### src/rtl/button_conditioner_pkg.sv
// button_conditioner_pkg: shared debounce state encoding and default timing
package button_conditioner_pkg;

    typedef enum logic [1:0] {
        ST_LOW       = 2'd0,
        ST_WAIT_HIGH = 2'd1,
        ST_HIGH      = 2'd2,
        ST_WAIT_LOW  = 2'd3
    } state_t;

    localparam int DEFAULT_DEBOUNCE_CYCLES = 1000000;

endpackage

### src/rtl/debounce_channel.sv
// debounce_channel: synchronizer, stability counter and press strobe for one button
module debounce_channel
    import button_conditioner_pkg::*;
#(
    parameter int DEBOUNCE_CYCLES = DEFAULT_DEBOUNCE_CYCLES,
    parameter int NB_COUNT        = $clog2(DEBOUNCE_CYCLES + 1)
) (
    input  logic I_clk,
    input  logic reset_button,
    input  logic I_button,
    output logic O_level,
    output logic O_pulse
);

    localparam logic [NB_COUNT-1:0] LAST = NB_COUNT'(DEBOUNCE_CYCLES - 1);
    localparam logic [NB_COUNT-1:0] ONE  = NB_COUNT'(1);

    logic                sync1_q, sync1_d;
    logic                sync2_q, sync2_d;
    state_t              state_q, state_d;
    logic [NB_COUNT-1:0] count_q, count_d;
    logic                level_q, level_d;
    logic                pulse_q, pulse_d;

    // two-flop synchronizer feed; only sync2 is trusted by the debouncer
    always_comb begin
        sync1_d = I_button;
        sync2_d = sync1_q;
    end

    // candidate states count consecutive matching samples; a mismatch drops back
    always_comb begin
        state_d = state_q;
        count_d = count_q;
        pulse_d = 1'b0;
        case (state_q)
            ST_LOW: begin
                if (sync2_q) begin
                    state_d = ST_WAIT_HIGH;
                    count_d = ONE;
                end
            end
            ST_WAIT_HIGH: begin
                if (!sync2_q) begin
                    state_d = ST_LOW;
                    count_d = '0;
                end else if (count_q == LAST) begin
                    state_d = ST_HIGH;
                    count_d = '0;
                    pulse_d = 1'b1;
                end else begin
                    count_d = count_q + ONE;
                end
            end
            ST_HIGH: begin
                if (!sync2_q) begin
                    state_d = ST_WAIT_LOW;
                    count_d = ONE;
                end
            end
            ST_WAIT_LOW: begin
                if (sync2_q) begin
                    state_d = ST_HIGH;
                    count_d = '0;
                end else if (count_q == LAST) begin
                    state_d = ST_LOW;
                    count_d = '0;
                end else begin
                    count_d = count_q + ONE;
                end
            end
            default: begin
                state_d = ST_LOW;
                count_d = '0;
            end
        endcase
        level_d = (state_d == ST_HIGH) || (state_d == ST_WAIT_LOW);
    end

    // all channel state clears immediately on reset, discarding any press in progress
    always_ff @(posedge I_clk or posedge reset_button) begin
        if (reset_button) begin
            sync1_q <= 1'b0;
            sync2_q <= 1'b0;
            state_q <= ST_LOW;
            count_q <= '0;
            level_q <= 1'b0;
            pulse_q <= 1'b0;
        end else begin
            sync1_q <= sync1_d;
            sync2_q <= sync2_d;
            state_q <= state_d;
            count_q <= count_d;
            level_q <= level_d;
            pulse_q <= pulse_d;
        end
    end

    assign O_level = level_q;
    assign O_pulse = pulse_q;

endmodule

### src/rtl/button_conditioner.sv
// button_conditioner: independent debounced level and press strobe per button
module button_conditioner
    import button_conditioner_pkg::*;
#(
    parameter int N_BUTTONS       = 3,
    parameter int DEBOUNCE_CYCLES = DEFAULT_DEBOUNCE_CYCLES
) (
    input  logic                 I_clk,
    input  logic                 reset_button,
    input  logic [N_BUTTONS-1:0] I_button,
    output logic [N_BUTTONS-1:0] O_level,
    output logic [N_BUTTONS-1:0] O_pulse
);

    localparam int NB_COUNT = $clog2(DEBOUNCE_CYCLES + 1);

    for (genvar i = 0; i < N_BUTTONS; i++) begin : g_ch
        debounce_channel #(
            .DEBOUNCE_CYCLES(DEBOUNCE_CYCLES),
            .NB_COUNT       (NB_COUNT)
        ) u_ch (
            .I_clk       (I_clk),
            .reset_button(reset_button),
            .I_button    (I_button[i]),
            .O_level     (O_level[i]),
            .O_pulse     (O_pulse[i])
        );
    end

endmodule
### config.mk
export PLATFORM = sky130hd
export DESIGN_NAME = button_conditioner
export DESIGN_NICKNAME = d
export VERILOG_FILES = /design/src/rtl/button_conditioner_pkg.sv /design/src/rtl/debounce_channel.sv /design/src/rtl/button_conditioner.sv
export SDC_FILE = /design/constraint.sdc
export NUM_CORES = 1
export LEC_CHECK = 0
export CORE_MARGIN = 3
export CORE_UTILIZATION = 28
export DETAILED_ROUTE_END_ITERATION = 10
export GPL_TIMING_DRIVEN = 0
export MAX_ROUTING_LAYER = met4
export RECOVER_POWER = 100
export SLEW_MARGIN = 10
export SYNTH_ARGS = -nofsm -noshare
export SYNTH_HDL_FRONTEND = slang
export SYNTH_SLANG_ARGS = --single-unit
### constraint.sdc
create_clock -name I_clk -period 2.42 [get_ports I_clk]
set_input_delay 0.363 -clock I_clk [delete_from_list [all_inputs] [get_ports I_clk]]
set_output_delay 0.363 -clock I_clk [all_outputs]
set_load 0.01 [all_outputs]
## Word level (Yosys, flattened, before mapping)

Index checks and enable logic that the tools add are counted.

| storage, ports and cells | value |
|---|---|
| register bits after elaboration | 78 |
| bits of input ports | 5 |
| output and inout port bits | 6 |
| word-level logic and storage cells | 102 |

| operators by class | value |
|---|---|
| $add $sub $neg | 3 |
| equal/unequal tests | 24 |
| multiplexer cells | 48 |
| reductions and logical operators | 9 |

Operator list:

| operator | count |
|---|---|
| 20-bit 2-to-1 mux | 15 |
| 20-bit one-hot mux with 4 select lines | 3 |
| 20-bit by 1-bit adder with 20-bit output, second input constant | 3 |
| 20-bit == test, second input constant | 3 |
| 2-bit 2-to-1 mux | 18 |
| 2-bit == test, second input constant | 12 |
| 2-bit one-hot mux with 4 select lines | 3 |
| 1-bit 2-to-1 mux | 9 |
| 2-bit by 1-bit == test with 1-bit output, second input constant | 3 |
| 2-bit logical NOT | 3 |
| 2-bit by 1-bit inequality test with 1-bit output, second input constant | 3 |
| 2-bit inequality test, second input constant | 3 |
| 2-bit AND reduction | 3 |
| 1-bit logical OR | 3 |

## Longest topological paths before layout

| depth | value |
|---|---|
| depth in word-level cells | 6 |
| gate-level depth with buffers | 8 |
| gate-level depth less buffers | 6 |

## By module

A second synthesis with hierarchy kept.

| second synthesis, totals | value |
|---|---|
| cells, all modules | 426 |
| area, all modules | 4,106.4 um2 |

Modules (own cells, without submodules):

| module | instances | cells each | area an instance (um2) | seq. area each (um2) |
|---|---|---|---|---|
| debounce_channel | 3 | 142 | 1,368.8 | 650.6 |

## Worst setup path before layout

Ideal clock, no wire load.

| path | value |
|---|---|
| kind | register -> register |
| start | reg g_ch[0].u_ch.count_q[0] |
| end | reg g_ch[0].u_ch.count_q[14] |
| setup time | 0.121 ns |
| arrival | 1.706 ns |
| data required time | 2.299 ns |
| path slack | 0.593 ns |
| cell stages (with the launch flop) | 7 |
| path buffers | 0 |
| clock period less this slack | 1.827 ns |
| cells stage by stage | dfrtp_1 ha_1 nand3_4 nor4_4 nand3_2 mux2_4 a22o_1 |

| on the way | value |
|---|---|
| cells in the longest elaborated chain, start to end | 4 |
| elaborated cells between the ends (all ways) | 6 |
| those cells by class | add/sub (1); eq/ne (1); mux (4) |

Ends and longest elaborated chain:

| element | RTL line | text |
|---|---|---|
| start: declaration | debounce_channel.sv:21 | `logic [NB_COUNT-1:0] count_q, count_d;` |
| start signal: assignment | debounce_channel.sv:93 | `count_q <= count_d;` |
| 20-bit by 1-bit adder with 20-bit output or 20-bit == test (tied branches) | - |  |
| 20-bit 2-to-1 mux (*) | debounce_channel.sv:47, debounce_channel.sv:65 |  |
| 20-bit 2-to-1 mux (on tied branches) | debounce_channel.sv:62, debounce_channel.sv:44 |  |
| 20-bit one-hot mux with 4 select lines (*) | debounce_channel.sv:36 | `case (state_q)` |

Mark *: on every way between the ends. The rest lies on a longest branch, timed or not.
A chain may end at the register's enable or synchronous reset.

## Final worst setup path

| path | value |
|---|---|
| start | reg g_ch[1].u_ch.count_q[0] |
| end | reg g_ch[1].u_ch.count_q[14] |

| on the way | value |
|---|---|
| cells in the longest elaborated chain, start to end | 4 |
| elaborated cells between the ends (all ways) | 6 |
| those cells by class | add/sub (1); eq/ne (1); mux (4) |

Ends and longest elaborated chain:

| element | RTL line |
|---|---|
| start: declaration | debounce_channel.sv:21 |
| start signal: assignment | debounce_channel.sv:93 |
| 20-bit by 1-bit adder with 20-bit output or 20-bit == test (tied branches) | - |
| 20-bit 2-to-1 mux (*) | debounce_channel.sv:47, debounce_channel.sv:65 |
| 20-bit 2-to-1 mux (on tied branches) | debounce_channel.sv:62, debounce_channel.sv:44 |
| 20-bit one-hot mux with 4 select lines (*) | debounce_channel.sv:36 |

Marked as above.

==> metrics <==
status=complete, no violations; CTS tree=done; final setup violation count=0; Post-CTS Setup Inserts=0; Slew Limit Fails=0; Min-Delay Startpoint=g_ch[2].u_ch.sync1_q; CTS Hold Bufs=0; final count of hold timing violations=0; final WL=roughly 8000 µm; Worst IR Drop VDD=0.328 mV; Total GRT Usage=11.0%; share of cells above drive strength 1=11.9%; clock-pin slew on the worst setup and hold paths=0.06 ns; r2r startpoint=g_ch[1].u_ch.count_q[0]; RD Place Congestion=0.827; Pleak=2.04 nW; Async SR Flop Fraction=100%; final clock skew=slightly below 0.007 ns; Slew HR=41.0%; CTS H-tree depth=3; DR vias=3081; Max Cap Viol=0; vias per cell=between 5 and 6; Cell Area, Synth=4140 µm²; WHS Endpoint=g_ch[2].u_ch.sync2_q; Starting Density=29.3%; Max Clock Freq=0.463 GHz; PwrDens=611 nW/µm²; Hold Slack=around 0.35 ns; Die X=128 µm; cell with the largest stage delay on the worst path=nor4_1; setup slack, reg-to-reg=about 0.26 ns; number of global-route vias before repair=3012; syn_area_per_cell=approximately 10 µm²; gr ovfl total=0; FP Rows=43; Port-buffer cells=10; Top FF cell, synth=dfrtp_1; Core ar.=14100 µm²; min-delay worst type=reg2reg; end of the worst register-to-register path=g_ch[1].u_ch.count_q[14]; # IOs=11; Synth Instances=~400; post-synth top area cell=dfrtp_1; Post-Route Utilization=33.5%; HPWL after detailed placement=around 5500 µm; #FFs+latches synth=78; Setup CP Type=reg2reg; TritonCTS Buffers=9; diodes inserted=0; Worst path max stage delay=roughly 0.52 ns; CP cell instances=ha_1, nand4_1, nor4_1, nand3_1, mux2_1, a22o_1; Area Growth Syn to Fin=14.4%; first-pass GRT wire length=14300 µm; DR WL/cell=13.4 µm; CP Launch Type=register; Die ar.=16300 µm²; nets=431; drt drc=0; Max clock buf depth=2; worst r2r path cells=6; min cycle time layout=2.16 ns; post_cts resized=0; initial antenna violation count=0; Clock Root Buffer=clkbuf_16; area share of the largest cell type after synthesis=47.1%; CP required=2.64 ns; drt pass-1 iters=4; largest net degree at the start of global routing=between 60 and 70; Area contributors post-synth=dfrtp_1, nand3_1, xor2_1; 1st-iter DRT viols=roughly 220; EDFF count, synth=0; Least-Margin Pin Slew=0.885 ns; Crit Path Max Fanout=5; hold path depth=0; Worst Setup End Kind=register; arrival time of the worst setup path=2.38 ns; register area share after synthesis=between 40% and 50%; Tcrit/Tclk final=89.2%; clk_lat worst skew=0.33 ns; post-route ant nets=0; RSZ-0062 raised after global routing=no; Yosys cell types=63; Die Height=128 µm; Mapped Nets=409; synth warn=0; Num Clock Sinks=78
cell usage in the layout, fill, tap and decap left out, types with 10 or more instances in the layout:
cell type      count
nand4_1           11
o21ai_0           11
a31oi_1           17
nand2_1           35
nor2_1            30
nand3_1           31
a21oi_1           18
xor2_1            17
dfrtp_1           78
dlygate4sd3_1     10
a22o_1            16
routing by layer:
metal | up-vias | track usage (%) | share of wire [%]
met4 | 0 | 4.24 | 1.1
met5 | - | - | 0
met2 | 47 | 17.1 | 48
met3 | 7 | 2.67 | 3.4
met1 | 1498 | 14.0 | 47
li1 | 1529 | - | -
registers in the layout, indices dropped and copies added (netlist names):
| name | count |
|---|---|
| g_ch.u_ch.O_level | 3 |
| g_ch.u_ch.sync1_q | 3 |
| g_ch.u_ch.O_pulse | 3 |
| g_ch.u_ch.count_q | 60 |
| g_ch.u_ch.state_q | 6 |
| g_ch.u_ch.sync2_q | 3 |
per-stage QoR:
stage / setup TNS, ns / area, µm² / instances / power, mW / worst slack [ns]
after floorplan: 0 / 4140 / 401 / 1.54 / 0.0620
after global placement: -98.94 / 4470 / 591 / 1.59 / -1.27
after detailed placement: 0 / 4500 / 592 / 1.60 / 0.409
after CTS: 0 / 4790 / 607 / 2.96 / 0.391
after global routing: 0 / 4740 / 607 / 3.03 / 0.153
final: 0 / 4740 / 607 / 2.90 / 0.261
logic make-up after synthesis:
| family | after synthesis | share of synthesized area [%] |
|---|---|---|
| AOI/OAI and AO/OA | 85 | 15.3 |
| xor gates and xnor gates | 27 | 5.89 |
| adders and majority gates | 3 | 0.906 |
| buffers and inverters | 26 | 3.83 |
| DFF | 78 | 47.1 |
| muxes | 11 | 3.02 |
| and+or+nand+nor | 171 | 24.0 |
worst max path at each step:
stage | start | endpoint
2_1_floorplan | reset_button | g_ch[0].u_ch.O_level
3_3_place_gp | reset_button | g_ch[2].u_ch.O_level
3_5_place_dp | g_ch[0].u_ch.count_q[0] | g_ch[0].u_ch.count_q[14]
4_1_cts | g_ch[2].u_ch.count_q[10] | g_ch[2].u_ch.count_q[7]
5_1_grt | g_ch[1].u_ch.count_q[0] | g_ch[1].u_ch.count_q[14]
6_report | g_ch[1].u_ch.count_q[0] | g_ch[1].u_ch.count_q[14]
area by class of cell:
class / count / area (µm²)
Buffer: 19 / 124
Timing Repair Buffer: 11 / 108
Fill cell: 1389 / 9410
Clock inverter: 4 / 47.5
Clock buffer: 11 / 243
Tap cell: 180 / 225
Multi-Input combinational cell: 297 / 2010
Inverter: 7 / 27.5
Sequential cell: 78 / 1950
critical path: cells and delay by family (launching register included):
family          cells  cell delay, ns
simple gates        3            0.85
mux                 1            0.35
compound gates      1            0.20
fa+ha+maj           1            0.24
flops               1            0.40
power breakdown:
group          internal, mW  total (mW)  switching (mW)
sequential             1.34        1.40          0.0582
combinational        0.0606       0.168           0.107
clock                 0.817        1.33           0.510
synth_stat cells, drive strengths merged, types with 8 or more instances:
cell	count
buf	15
a21oi	19
nand2	36
dfrtp	78
o21ai	13
nor4	8
nand4	13
mux2	9
a31oi	17
a22o	16
xor2	17
xnor2	10
nor2	31
nand3	33
Note: power is estimated with default switching activity, not from simulation.
